File: src/rtl/regfile_mp_if.sv
// Bus bundle for regfile_mp: read, write, flags, reserve and scoreboard signals.
// The master side drives selects and strobes; the slave side is the register file.
interface regfile_mp_if #(
    parameter int DATA_W   = 32,
    parameter int NUM_REGS = 15,
    parameter int RD_PORTS = 2,
    parameter int FLAG_W   = 4
);
    localparam int ADDR_W = $clog2(NUM_REGS);

    logic                       not_enable;
    logic [RD_PORTS*ADDR_W-1:0] rd_sel;
    logic [RD_PORTS*DATA_W-1:0] rd_data;
    logic [RD_PORTS-1:0]        rd_busy;
    logic                       wr_en;
    logic [ADDR_W-1:0]          wr_sel;
    logic [DATA_W-1:0]          wr_data;
    logic                       flags_wr_en;
    logic [FLAG_W-1:0]          in_flags;
    logic [FLAG_W-1:0]          out_flags;
    logic                       rsv_en;
    logic [ADDR_W-1:0]          rsv_sel;
    logic [NUM_REGS-1:0]        busy_mask;
    logic                       err_addr;

    modport master (
        output not_enable, rd_sel, wr_en, wr_sel, wr_data, flags_wr_en, in_flags, rsv_en, rsv_sel,
        input  rd_data, rd_busy, out_flags, busy_mask, err_addr
    );

    modport slave (
        input  not_enable, rd_sel, wr_en, wr_sel, wr_data, flags_wr_en, in_flags, rsv_en, rsv_sel,
        output rd_data, rd_busy, out_flags, busy_mask, err_addr
    );
endinterface

File: src/rtl/regfile_mp.sv
// Multi-port register file with flags register and per-register busy scoreboard.
// Define REGFILE_BYPASS_EN to forward same-cycle writes/flags onto the read outputs.
module regfile_mp #(
    parameter int DATA_W   = 32,
    parameter int NUM_REGS = 15,
    parameter int RD_PORTS = 2,
    parameter int FLAG_W   = 4
) (
    input logic         clock,
    input logic         reset,
    regfile_mp_if.slave bus
);
    localparam int ADDR_W = $clog2(NUM_REGS);

    logic [DATA_W-1:0]          regs_q [NUM_REGS];
    logic [NUM_REGS-1:0]        busy_q, busy_d;
    logic [FLAG_W-1:0]          flags_q, flags_d;
    logic [FLAG_W-1:0]          out_flags_q, out_flags_d;
    logic [RD_PORTS*DATA_W-1:0] rd_data_q, rd_data_d;
    logic [RD_PORTS-1:0]        rd_busy_q, rd_busy_d;
    logic                       err_q, err_d;
    logic                       en, wr_ok, rsv_ok;
    logic [ADDR_W-1:0]          rsel;

    function automatic logic in_range(input logic [ADDR_W-1:0] sel);
        return 32'(sel) < 32'(NUM_REGS);
    endfunction

    always_comb begin
        en     = !bus.not_enable;
        wr_ok  = en && bus.wr_en && in_range(bus.wr_sel);
        rsv_ok = en && bus.rsv_en && in_range(bus.rsv_sel);
        err_d  = en && ((bus.wr_en && !in_range(bus.wr_sel)) ||
                        (bus.rsv_en && !in_range(bus.rsv_sel)));

        // Reserve is applied after the write so a new producer supersedes the completing one.
        busy_d = busy_q;
        if (wr_ok)  busy_d[bus.wr_sel]  = 1'b0;
        if (rsv_ok) busy_d[bus.rsv_sel] = 1'b1;

        flags_d = (en && bus.flags_wr_en) ? bus.in_flags : flags_q;
`ifdef REGFILE_BYPASS_EN
        out_flags_d = en ? flags_d : out_flags_q;
`else
        out_flags_d = en ? flags_q : out_flags_q;
`endif

        rd_data_d = rd_data_q;
        rd_busy_d = rd_busy_q;
        rsel      = '0;
        for (int unsigned k = 0; k < RD_PORTS; k++) begin
            if (en) begin
                rsel = bus.rd_sel[k*ADDR_W +: ADDR_W];
                if (!in_range(rsel)) begin
                    err_d                         = 1'b1;
                    rd_data_d[k*DATA_W +: DATA_W] = '0;
                    rd_busy_d[k]                  = 1'b0;
`ifdef REGFILE_BYPASS_EN
                end else if (wr_ok && (rsel == bus.wr_sel)) begin
                    rd_data_d[k*DATA_W +: DATA_W] = bus.wr_data;
                    rd_busy_d[k]                  = rsv_ok && (bus.rsv_sel == rsel);
`endif
                end else begin
                    rd_data_d[k*DATA_W +: DATA_W] = regs_q[rsel];
                    rd_busy_d[k]                  = busy_q[rsel];
                end
            end
        end
    end

    always_ff @(posedge clock or posedge reset) begin
        if (reset) begin
            for (int unsigned i = 0; i < NUM_REGS; i++) regs_q[i] <= '0;
            busy_q      <= '0;
            flags_q     <= '0;
            out_flags_q <= '0;
            rd_data_q   <= '0;
            rd_busy_q   <= '0;
            err_q       <= 1'b0;
        end else begin
            if (wr_ok) regs_q[bus.wr_sel] <= bus.wr_data;
            busy_q      <= busy_d;
            flags_q     <= flags_d;
            out_flags_q <= out_flags_d;
            rd_data_q   <= rd_data_d;
            rd_busy_q   <= rd_busy_d;
            err_q       <= err_d;
        end
    end

    assign bus.rd_data   = rd_data_q;
    assign bus.rd_busy   = rd_busy_q;
    assign bus.out_flags = out_flags_q;
    assign bus.busy_mask = busy_q;
    assign bus.err_addr  = err_q;
endmodule

File: src/flat_wrapper.sv
// flat-port wrapper written by rule: the top's interface ports become plain ports
module regfile_mp_flat 
#(
    parameter int DATA_W   = 32,
    parameter int NUM_REGS = 15,
    parameter int RD_PORTS = 2,
    parameter int FLAG_W   = 4
)
  (clock, reset, bus_not_enable, bus_rd_sel, bus_wr_en, bus_wr_sel, bus_wr_data, bus_flags_wr_en, bus_in_flags, bus_rsv_en, bus_rsv_sel, bus_rd_data, bus_rd_busy, bus_out_flags, bus_busy_mask, bus_err_addr);
  regfile_mp_if #(.DATA_W(DATA_W), .NUM_REGS(NUM_REGS), .RD_PORTS(RD_PORTS), .FLAG_W(FLAG_W)) bus_i ();
  input logic clock;
  input logic reset;
  input wire logic [$bits(bus_i.not_enable)-1:0] bus_not_enable;
  input wire logic [$bits(bus_i.rd_sel)-1:0] bus_rd_sel;
  input wire logic [$bits(bus_i.wr_en)-1:0] bus_wr_en;
  input wire logic [$bits(bus_i.wr_sel)-1:0] bus_wr_sel;
  input wire logic [$bits(bus_i.wr_data)-1:0] bus_wr_data;
  input wire logic [$bits(bus_i.flags_wr_en)-1:0] bus_flags_wr_en;
  input wire logic [$bits(bus_i.in_flags)-1:0] bus_in_flags;
  input wire logic [$bits(bus_i.rsv_en)-1:0] bus_rsv_en;
  input wire logic [$bits(bus_i.rsv_sel)-1:0] bus_rsv_sel;
  output wire logic [$bits(bus_i.rd_data)-1:0] bus_rd_data;
  output wire logic [$bits(bus_i.rd_busy)-1:0] bus_rd_busy;
  output wire logic [$bits(bus_i.out_flags)-1:0] bus_out_flags;
  output wire logic [$bits(bus_i.busy_mask)-1:0] bus_busy_mask;
  output wire logic [$bits(bus_i.err_addr)-1:0] bus_err_addr;
  assign bus_i.not_enable = bus_not_enable;
  assign bus_i.rd_sel = bus_rd_sel;
  assign bus_i.wr_en = bus_wr_en;
  assign bus_i.wr_sel = bus_wr_sel;
  assign bus_i.wr_data = bus_wr_data;
  assign bus_i.flags_wr_en = bus_flags_wr_en;
  assign bus_i.in_flags = bus_in_flags;
  assign bus_i.rsv_en = bus_rsv_en;
  assign bus_i.rsv_sel = bus_rsv_sel;
  assign bus_rd_data = bus_i.rd_data;
  assign bus_rd_busy = bus_i.rd_busy;
  assign bus_out_flags = bus_i.out_flags;
  assign bus_busy_mask = bus_i.busy_mask;
  assign bus_err_addr = bus_i.err_addr;
  regfile_mp #(.DATA_W(DATA_W), .NUM_REGS(NUM_REGS), .RD_PORTS(RD_PORTS), .FLAG_W(FLAG_W)) u_core (.clock(clock), .reset(reset), .bus(bus_i));
endmodule
File: config.mk
export PLATFORM = sky130hd
export DESIGN_NAME = regfile_mp_flat
export DESIGN_NICKNAME = d
export VERILOG_FILES = /design/src/rtl/regfile_mp_if.sv /design/src/rtl/regfile_mp.sv /design/src/flat_wrapper.sv
export SDC_FILE = /design/constraint.sdc
export NUM_CORES = 1
export LEC_CHECK = 0
export CAP_MARGIN = 15
export CORE_ASPECT_RATIO = 0.6
export CORE_MARGIN = 2
export CORE_UTILIZATION = 35
export CTS_CLUSTER_DIAMETER = 200
export DETAILED_ROUTE_END_ITERATION = 16
export HOLD_SLACK_MARGIN = 0.08
export SETUP_SLACK_MARGIN = 0.15
export SLEW_MARGIN = 20
export SYNTH_ARGS = -nofsm -noshare
export SYNTH_HDL_FRONTEND = slang
export SYNTH_SLANG_ARGS = --single-unit
File: constraint.sdc
create_clock -name clock -period 17.3 [get_ports clock]
set_input_delay 2.595 -clock clock [delete_from_list [all_inputs] [get_ports clock]]
set_output_delay 2.595 -clock clock [all_outputs]
set_load 0.01 [all_outputs]
==> results of run 1 <==
-- metal layers --
metal | track usage | vias up | share of wire
met2 | 0.338 | 918 | 0.45
met5 | 0 | - | 0.00026
met4 | 0.0579 | 4 | 0.022
met1 | 0.323 | 10800 | 0.44
met3 | 0.0542 | 151 | 0.089
li1 | - | 8341 | -
-- stage by stage --
stage	hold slack (ns)	cell area, um^2	total power [W]	setup WS (ns)
final	0.492	33400	0.00379	11.39
after global routing	0.508	33400	0.00396	10.80
after CTS	0.490	33400	0.00381	10.61
after detailed placement	0.476	31600	0.00257	9.98
after global placement	0.468	31600	0.00253	10.19
after floorplan	0.458	29400	0.00229	6.94
-- cell usage in the layout, fill, tap and decap left out, types with 3 or more instances in the layout --
cell | netlist | final
dfrtp_1 | 570 | 570
mux2_2 | 450 | 450
mux2i_1 | 270 | 270
clkdlybuf4s50_1 | 0 | 136
nand2_1 | 121 | 117
mux4_2 | 106 | 106
a22oi_1 | 67 | 67
a21oi_1 | 69 | 67
o221ai_1 | 66 | 66
o211ai_1 | 66 | 66
clkbuf_16 | 0 | 57
a32oi_1 | 45 | 45
inv_1 | 39 | 38
buf_4 | 20 | 38
mux2_4 | 20 | 20
mux2_1 | 18 | 18
clkbuf_1 | 90 | 14
clkbuf_8 | 0 | 12
clkinv_2 | 0 | 11
nand2_4 | 0 | 10
a22o_1 | 9 | 9
nand3_1 | 6 | 6
nor2b_1 | 8 | 5
nand2b_1 | 7 | 5
o21ai_0 | 5 | 5
buf_6 | 5 | 5
nor2_1 | 6 | 4
diode_2 | 0 | 3
and3_2 | 0 | 3
bufinv_16 | 0 | 3
-- power by group through the flow --
| stage | clock network, W | registers, W | logic, W |
|---|---|---|---|
| final | 0.00123 | 0.00179 | 0.000771 |
| after global routing | 0.00131 | 0.00182 | 0.000831 |
| after CTS | 0.00125 | 0.00178 | 0.000770 |
| after detailed placement | 0 | 0.00181 | 0.000767 |
| after global placement | 0 | 0.00178 | 0.000744 |
| after floorplan | 0 | 0.00175 | 0.000538 |
-- how the worst max path moves through the flow --
stage / from / end / slack, ns
2_1_floorplan: reset / u_core.bus.busy_mask[0] / 6.94
3_3_place_gp: reset / u_core.bus.rd_data[1] / 10.19
4_1_cts: reset / u_core.regs_q[129] / 10.61
5_1_grt: reset / u_core.regs_q[323] / 10.80
3_5_place_dp: reset / u_core.regs_q[129] / 9.98
6_report: reset / u_core.regs_q[353] / 11.39
-- sequential cells by signal (all words and copies together), names as in the netlist --
register	count
u_core.flags_q	4
u_core.bus.out_flags	4
u_core.bus.rd_data	64
u_core.regs_q	480
u_core.bus.err_addr	1
u_core.bus.rd_busy	2
u_core.bus.busy_mask	15
-- cell families (layout without fill, tap and decap cells) --
kind of cell,after synthesis,after routing
buf+inv,250,317
flops,570,570
simple gates,175,175
compound gates,329,329
mux,864,864
other cells,0,3
-- area by class of cell --
cell class / count / area, um^2 / share of cell area
diodes: 3 / 7.51 / 0.000225
clock buffers: 82 / 1630 / 0.0489
clock inverters: 16 / 161 / 0.00484
inverters: 39 / 150 / 0.00450
multi-input cells: 1368 / 14000 / 0.420
flip-flops and latches: 570 / 14300 / 0.427
well taps: 1134 / 1420 / 0.0425
repair buffers: 180 / 1720 / 0.0514
==> impl_metrics.env, run 1 <==
export IMPL_setup_violations=0
export IMPL_r2r_cells=3
export IMPL_p_leak_nw=14.8
export IMPL_synth_distinct_cells=38
export IMPL_slew_headroom=0.221
export IMPL_ys_warn_count=0
export IMPL_crit_chain="clkdlybuf4s50_1, clkinvlp_4, buf_6, buf_4, buf_4, buf_6"
export IMPL_layout_min_cycle_time_ns=5.91
export IMPL_swShare=0.286
export IMPL_crit_buf_inv=6
export IMPL_wl_um=97800
export IMPL_final_core_util=0.401
export IMPL_die_h_um=228
export IMPL_via_per_inst=5.95
export IMPL_grt_pass1_wl_um=144000
export IMPL_initial_utilization=0.353
export IMPL_synth_edf_count=0
export IMPL_worst_pin_slew_ns=1.16
export IMPL_wl_per_cell_um=28.8
export IMPL_cp_depth=6
export IMPL_rr_endpoint="u_core.bus.rd_data[4]"
export IMPL_port_buffers=143
export IMPL_clkSlewWorstSetupHoldPaths_ns=0.06
export IMPL_holdBufCountCts=0
export IMPL_area_growth_syn_to_layout_pct=13.6
export IMPL_worstReg2RegStart="u_core.regs_q[260]"
export IMPL_yosysMostFrequentCell="dfrtp_1"
export IMPL_min_path_cells=1
export IMPL_filler_cell_count=7780
export IMPL_vias=20200
export IMPL_placedCellCount=3291
export IMPL_yosys_area_share_xor_xnor=0
export IMPL_drtIter0Drc=2037
export IMPL_synthAdderAreaFrac=0
export IMPL_root_buffer="clkbuf_16"
export IMPL_synth_top_flop_cell="dfrtp_1"
export IMPL_end_kind="asynchronous set/reset pin"
export IMPL_reg2reg_setup_slack_ns=15.91
export IMPL_row_count=82
export IMPL_pwr_share_comb=0.203
export IMPL_antenna_left=0
export IMPL_grt_setup_unrepaired="false"
export IMPL_power_density_nw_per_um2=114
export IMPL_place_congestion=0.789
export IMPL_dr_pass1_iters=7
export IMPL_drv_cap=0
export IMPL_numCtsBuffers=54
export IMPL_grt_pass1_vias=21100
export IMPL_p_seq_frac=0.472
export IMPL_drive_gt1_frac=0.327
export IMPL_ys_seq_area_frac=0.486
export IMPL_dieWidth_um=378
export IMPL_path_class="primary input to asynchronous set/reset pin"
export IMPL_synth_seq_cells=570
export IMPL_grt_max_degree=84
export IMPL_cts_resized=0
export IMPL_final_cells=3392
export IMPL_post_cts_setup_buffer_count=0
export IMPL_cts_sinks=570
export IMPL_crit_fanout=79
export IMPL_io_pins=144
export IMPL_slew_violations=0
export IMPL_place_hpwl_um=55100
export IMPL_worstHoldStart="u_core.regs_q[36]"
export IMPL_synth_top_cell_by_area="dfrtp_1"
export IMPL_ir_drop_mv=0.0763
export IMPL_synthMuxAreaShare=0.363
export IMPL_ys_top_cells_by_count="dfrtp_1, mux2_2, mux2i_1, nand2_1, mux4_2"
export IMPL_cpMaxStageDelayCell="buf_4"
export IMPL_syn_cell_area_um2=29400
export IMPL_ys_top_cells_by_area="dfrtp_1, mux2_2, mux2i_1"
export IMPL_critPathLaunchType="primary input"
export IMPL_syn_inst=2188
export IMPL_gr_total_overflow=0
export IMPL_skew_ns=0.00841
export IMPL_coreArea_um2=83300
export IMPL_drc=0
export IMPL_final_hold_viol_count=0
export IMPL_fin_crit_sh=0.341
export IMPL_p_int_w=0.00271
export IMPL_whs_endpoint="u_core.regs_q[36]"
export IMPL_dieArea_um2=86300
export IMPL_synth_compound_area_frac=0.0829
export IMPL_grt_antenna_before_repair=5
export IMPL_globalRouteTotalUtil=0.224
export IMPL_pwr_share_clk=0.325
export IMPL_max_freq_ghz=0.169
export IMPL_synth_largest_type_area_fraction=0.486
export IMPL_final_nets=2271
export IMPL_fin_setup_tns_ns=0
export IMPL_crit_arrival_ns=6.56
export IMPL_cp_required_ns=17.95
export IMPL_synth_top_family_by_area="multiplexers"
export IMPL_clock_path_buffers=3
export IMPL_crit_family="buffers and inverters"
export IMPL_synthSimpleGateAreaFrac=0.0275
export IMPL_status="completed"
export IMPL_insertion_delay_ns=0.61
export IMPL_cpPeakStageDelay_ns=0.72
export IMPL_cts_tree="yes"
export IMPL_async_flop_share=1.00
export IMPL_hold_class="flop to flop"
export IMPL_avgSynthCellArea_um2=13.4
export IMPL_htree_levels=2
export IMPL_p_sw_w=0.00108
export IMPL_syn_nets=2246
Power figures use the tool's default switching activity.
==> inputs of run 2 (changes only) <==
==> constraint.sdc (replaced) <==
create_clock -name clock -period 4.8 [get_ports clock]
set_input_delay 0.72 -clock clock [delete_from_list [all_inputs] [get_ports clock]]
set_output_delay 0.72 -clock clock [all_outputs]
set_load 0.01 [all_outputs]
==> run 2 against run 1 <==
Against the previous run: combinational power grew to 3.6 times the previous value; sequential power grew to 3.6 times the previous value; hold slack is essentially flat; cell area is 0.55% higher; wire length fell by 3.2%; register-to-register slack got worse by 13 ns; first-iteration DRC count shrank 3.0%; global-route usage down 0.74 points; setup slack got worse by 9.4 ns; critical endpoint is now u_core.regs_q[53].
==> impl_metrics.env, run 2 (same netlist as run 1, synthesis figures left out) <==
export IMPL_critPathLaunchType="primary input"
export IMPL_ir_drop_mv=0.298
export IMPL_clock_path_buffers=3
export IMPL_post_cts_setup_buffer_count=0
export IMPL_dr_pass1_iters=7
export IMPL_filler_cell_count=7752
export IMPL_stdcell_area_um2=33600
export IMPL_drive_gt1_frac=0.333
export IMPL_globalRouteTotalUtil=0.217
export IMPL_p_leak_nw=14.9
export IMPL_holdBufCountCts=0
export IMPL_cpPeakStageDelay_ns=0.85
export IMPL_worst_pin_slew_ns=1.23
export IMPL_grt_pass1_vias=21000
export IMPL_area_growth_syn_to_layout_pct=14.3
export IMPL_max_freq_ghz=0.353
export IMPL_insertion_delay_ns=0.62
export IMPL_initial_utilization=0.353
export IMPL_final_cell_mix="dfrtp_1, mux2_2, mux2i_1"
export IMPL_largest_reg_flops=480
export IMPL_htree_levels=2
export IMPL_root_buffer="clkbuf_16"
export IMPL_dieWidth_um=378
export IMPL_final_core_util=0.403
export IMPL_end_kind="flop"
export IMPL_die_h_um=228
export IMPL_fin_setup_tns_ns=0
export IMPL_crit_arrival_ns=3.32
export IMPL_place_hpwl_um=56200
export IMPL_port_buffers=143
export IMPL_via_per_inst=5.93
export IMPL_setup_violations=0
export IMPL_cpMaxStageDelayCell="and3_2"
export IMPL_numCtsBuffers=54
export IMPL_drc=0
export IMPL_coreArea_um2=83300
export IMPL_row_count=82
export IMPL_final_cells=3400
export IMPL_finalPower_w=0.0139
export IMPL_vias=20200
export IMPL_placedCellCount=3299
export IMPL_dieArea_um2=86300
export IMPL_slew_violations=0
export IMPL_place_congestion=0.795
export IMPL_drtIter0Drc=1975
export IMPL_grt_antenna_before_repair=2
export IMPL_antenna_left=0
export IMPL_cts_resized=0
export IMPL_hold_class="flop to flop"
export IMPL_multi_input_area_um2=14000
export IMPL_regMostFlops="u_core.regs_q"
export IMPL_clkSlewWorstSetupHoldPaths_ns=0.07
export IMPL_final_nets=2279
export IMPL_grt_max_degree=123
export IMPL_cts_sinks=570
export IMPL_gr_total_overflow=0
export IMPL_skew_ns=0.0226
export IMPL_crit_fanout=23
export IMPL_layout_min_cycle_time_ns=2.83
export IMPL_dpl_cell_area_um2=31700
export IMPL_grt_setup_unrepaired="false"
export IMPL_drv_cap=0
export IMPL_final_hold_viol_count=0
export IMPL_power_density_nw_per_um2=415
export IMPL_r2r_cells=3
export IMPL_fin_crit_sh=0.590
export IMPL_final_common_cell="dfrtp_1"
export IMPL_path_class="primary input to flop"
export IMPL_crit_chain="clkdlybuf4s50_1, nand2b_4, nor3b_4, and3_2, buf_4, mux2_4"
export IMPL_grt_pass1_wl_um=142000
export IMPL_wl_per_cell_um=27.9
export IMPL_cp_required_ns=5.29
export IMPL_wl_um=94700
export IMPL_min_path_cells=1
export IMPL_slew_headroom=0.183
export IMPL_regArea_um2=14300
export IMPL_cts_tree="yes"
export IMPL_status="completed"
export IMPL_io_pins=144
==> run 2: area by class of cell <==
class,instances,area share
Timing Repair Buffer,188,0.0545
Clock buffer,75,0.0465
Multi-Input combinational cell,1368,0.417
Antenna cell,1,0.0000746
Tap cell,1134,0.0423
Inverter,39,0.00447
Clock inverter,25,0.00999
Sequential cell,570,0.425
==> run 2: routing by layer <==
metal | part of all wire | track usage | vias to the layer above
met5 | 0.00017 | 0 | -
met2 | 0.45 | 0.329 | 833
met1 | 0.45 | 0.316 | 10800
li1 | - | - | 8388
met4 | 0.021 | 0.0489 | 2
met3 | 0.077 | 0.0474 | 135
==> run 2: final timing paths <==
check,to,slack [ns],startpoint
worst min-delay path,u_core.regs_q[38],0.49,u_core.regs_q[38]
max in group asynchronous,u_core.bus.busy_mask[4],3.02,reset
worst max-delay path,u_core.regs_q[53],1.97,bus_wr_en
worst max register to register,u_core.bus.rd_data[16],3.29,u_core.regs_q[112]
worst min register to register,u_core.regs_q[38],0.49,u_core.regs_q[38]
min in group asynchronous,u_core.regs_q[251],0.63,reset
==> run 2: worst max-delay path, delay by kind of cell <==
kind,cells,cell delay (ns)
buf+inv,2,0.92
simple gates,3,1.32
mux,1,0.33
==> run 2: stage by stage <==
stage | hold slack, ns | worst slack, ns
3_5_place_dp | 0.476 | 1.34
4_1_cts | 0.489 | 1.97
3_3_place_gp | 0.468 | 1.38
2_1_floorplan | 0.458 | -3.68
5_1_grt | 0.509 | 1.90
6_report | 0.493 | 1.97
==> run 2: where the power goes <==
part	switching [W]	total, W	internal, W
clock network	0.00198	0.00468	0.00270
registers	0.000742	0.00646	0.00572
logic	0.00122	0.00278	0.00155
total	0.00394	0.0139	0.00997
==> inputs of run 3 (changes only) <==
==> constraint.sdc (replaced) <==
create_clock -name clock -period 2.7 [get_ports clock]
set_input_delay 0.405 -clock clock [delete_from_list [all_inputs] [get_ports clock]]
set_output_delay 0.405 -clock clock [all_outputs]
set_load 0.01 [all_outputs]
==> run 3 against run 2 <==
Against the previous run: hold slack worse by 0.24 ns; core utilization rose by 1.1 points; setup slack worse by 1.4 ns; combinational power up 82%; critical path type is now flop to primary output; critical endpoint is now bus_rd_data[34]; largest cell class unchanged.
==> impl_metrics.env, run 3 (same netlist as run 1, synthesis figures left out) <==
export IMPL_status="completed"
export IMPL_swShare=0.281
export IMPL_initial_utilization=0.353
export IMPL_antenna_left=0
export IMPL_dr_pass1_iters=5
export IMPL_cpPeakStageDelay_ns=0.59
export IMPL_final_common_cell="dfrtp_1"
export IMPL_htree_levels=2
export IMPL_holdBufCountCts=0
export IMPL_grt_pass1_wl_um=142000
export IMPL_dieArea_um2=86300
export IMPL_max_freq_ghz=0.474
export IMPL_whs_ns=0.257
export IMPL_numCtsBuffers=54
export IMPL_row_count=82
export IMPL_place_congestion=0.816
export IMPL_path_class="flop to primary output"
export IMPL_cp_required_ns=2.30
export IMPL_drc=0
export IMPL_crit_buf_inv=1
export IMPL_final_core_util=0.414
export IMPL_cts_resized=0
export IMPL_crit_family="buffers and inverters"
export IMPL_pwr_share_clk=0.335
export IMPL_drv_cap=0
export IMPL_p_leak_nw=15.3
export IMPL_grt_pass1_vias=21100
export IMPL_dpl_cell_area_um2=32600
export IMPL_coreArea_um2=83300
export IMPL_final_nets=2352
export IMPL_p_seq_frac=0.462
export IMPL_cts_tree="yes"
export IMPL_dpl_worst_slack_ns=0.308
export IMPL_via_per_inst=5.88
export IMPL_startpoint="u_core.bus.rd_data[34]"
export IMPL_crit_chain="clkdlybuf4s50_1"
export IMPL_setup_violations=0
export IMPL_p_sw_w=0.00698
export IMPL_slew_headroom=0.359
export IMPL_grt_antenna_before_repair=5
export IMPL_critPathLaunchType="flop"
export IMPL_stdcell_area_um2=34500
export IMPL_regMostFlops="u_core.regs_q"
export IMPL_die_h_um=228
export IMPL_vias=20400
export IMPL_worstReg2RegStart="u_core.regs_q[114]"
export IMPL_layout_min_cycle_time_ns=2.11
export IMPL_end_kind="primary output"
export IMPL_area_growth_syn_to_layout_pct=17.5
export IMPL_post_cts_setup_buffer_count=0
export IMPL_dieWidth_um=378
export IMPL_gr_total_overflow=0
export IMPL_final_hold_viol_count=0
export IMPL_drtIter0Drc=1927
export IMPL_pwr_share_comb=0.203
export IMPL_clock_path_buffers=3
export IMPL_fin_crit_sh=0.781
export IMPL_wl_um=95200
export IMPL_globalRouteTotalUtil=0.220
export IMPL_clkSlewWorstSetupHoldPaths_ns=0.07
export IMPL_crit_arrival_ns=1.70
export IMPL_io_pins=144
export IMPL_skew_ns=0.0181
export IMPL_worst_pin_slew_ns=0.961
export IMPL_p_int_w=0.0179
export IMPL_cpMaxStageDelayCell="clkdlybuf4s50_1"
export IMPL_port_buffers=143
export IMPL_root_buffer="clkbuf_16"
export IMPL_crit_fanout=3
export IMPL_drive_gt1_frac=0.353
export IMPL_largest_reg_flops=480
export IMPL_fin_setup_tns_ns=0
export IMPL_ir_drop_mv=0.479
export IMPL_slew_violations=0
export IMPL_grt_setup_unrepaired="false"
export IMPL_filler_cell_count=7703
export IMPL_insertion_delay_ns=0.63
export IMPL_worstHoldStart="bus_rd_sel[6]"
export IMPL_power_density_nw_per_um2=720
export IMPL_setup_slack_ns=0.591
export IMPL_hold_class="primary input to flop"
export IMPL_cts_sinks=570
export IMPL_final_cell_mix="dfrtp_1, mux2_2, mux2i_1"
export IMPL_wl_per_cell_um=27.4
export IMPL_place_hpwl_um=59400
export IMPL_grt_max_degree=81
[run 3: stage by stage]
stage,std cells,power (W)
floorplan,2188,0.0147
global placement,3372,0.0163
detailed placement,3372,0.0166
CTS,3470,0.0249
global route,3471,0.0260
finish,3472,0.0248
[run 3: final cells by class]
cell class	count	area, um^2	area share
Sequential cell	570	14300	0.413
Multi-Input combinational cell	1368	14000	0.405
Timing Repair Buffer	261	2800	0.0812
Clock buffer	79	1630	0.0471
Tap cell	1134	1420	0.0411
Clock inverter	19	277	0.00801
Inverter	39	150	0.00435
Antenna cell	2	5.00	0.000145
[run 3: path summary, 6_finish.rpt]
path / to / depth (start not counted) / slack [ns]
worst max-delay path: bus_rd_data[34] / 1 / 0.59
worst min-delay path: u_core.bus.rd_data[36] / 3 / 0.26
worst max register to register: u_core.bus.rd_data[18] / 3 / 1.23
worst min register to register: u_core.regs_q[37] / 1 / 0.49
max in group asynchronous: u_core.bus.rd_data[33] / 3 / 1.47
min in group asynchronous: u_core.regs_q[349] / 2 / 0.32
[run 3: worst min-delay path, delay by kind of cell]
kind | cells | cell delay (ns)
AOI/OAI and AO/OA | 2 | 0.24
buffers and inverters | 1 | 0.19
[run 3: power groups by stage]
stage                     Clock [W]  Combinational [W]  Sequential (W)
final                       0.00831            0.00505          0.0115
after global routing        0.00885            0.00545          0.0117
after CTS                   0.00846            0.00506          0.0114
after detailed placement          0            0.00504          0.0116
after global placement            0            0.00489          0.0114
after floorplan                   0            0.00345          0.0112
[run 3: metal layers]
| metal | GRT usage | part of all wire | routed length [um] | up-vias |
|---|---|---|---|---|
| met5 | 0 | 0.00014 | 13 | - |
| met4 | 0.0740 | 0.032 | 3050 | 2 |
| met3 | 0.0453 | 0.078 | 7430 | 176 |
| met2 | 0.319 | 0.43 | 41100 | 927 |
| met1 | 0.325 | 0.46 | 43700 | 10800 |
| li1 | - | - | - | 8521 |
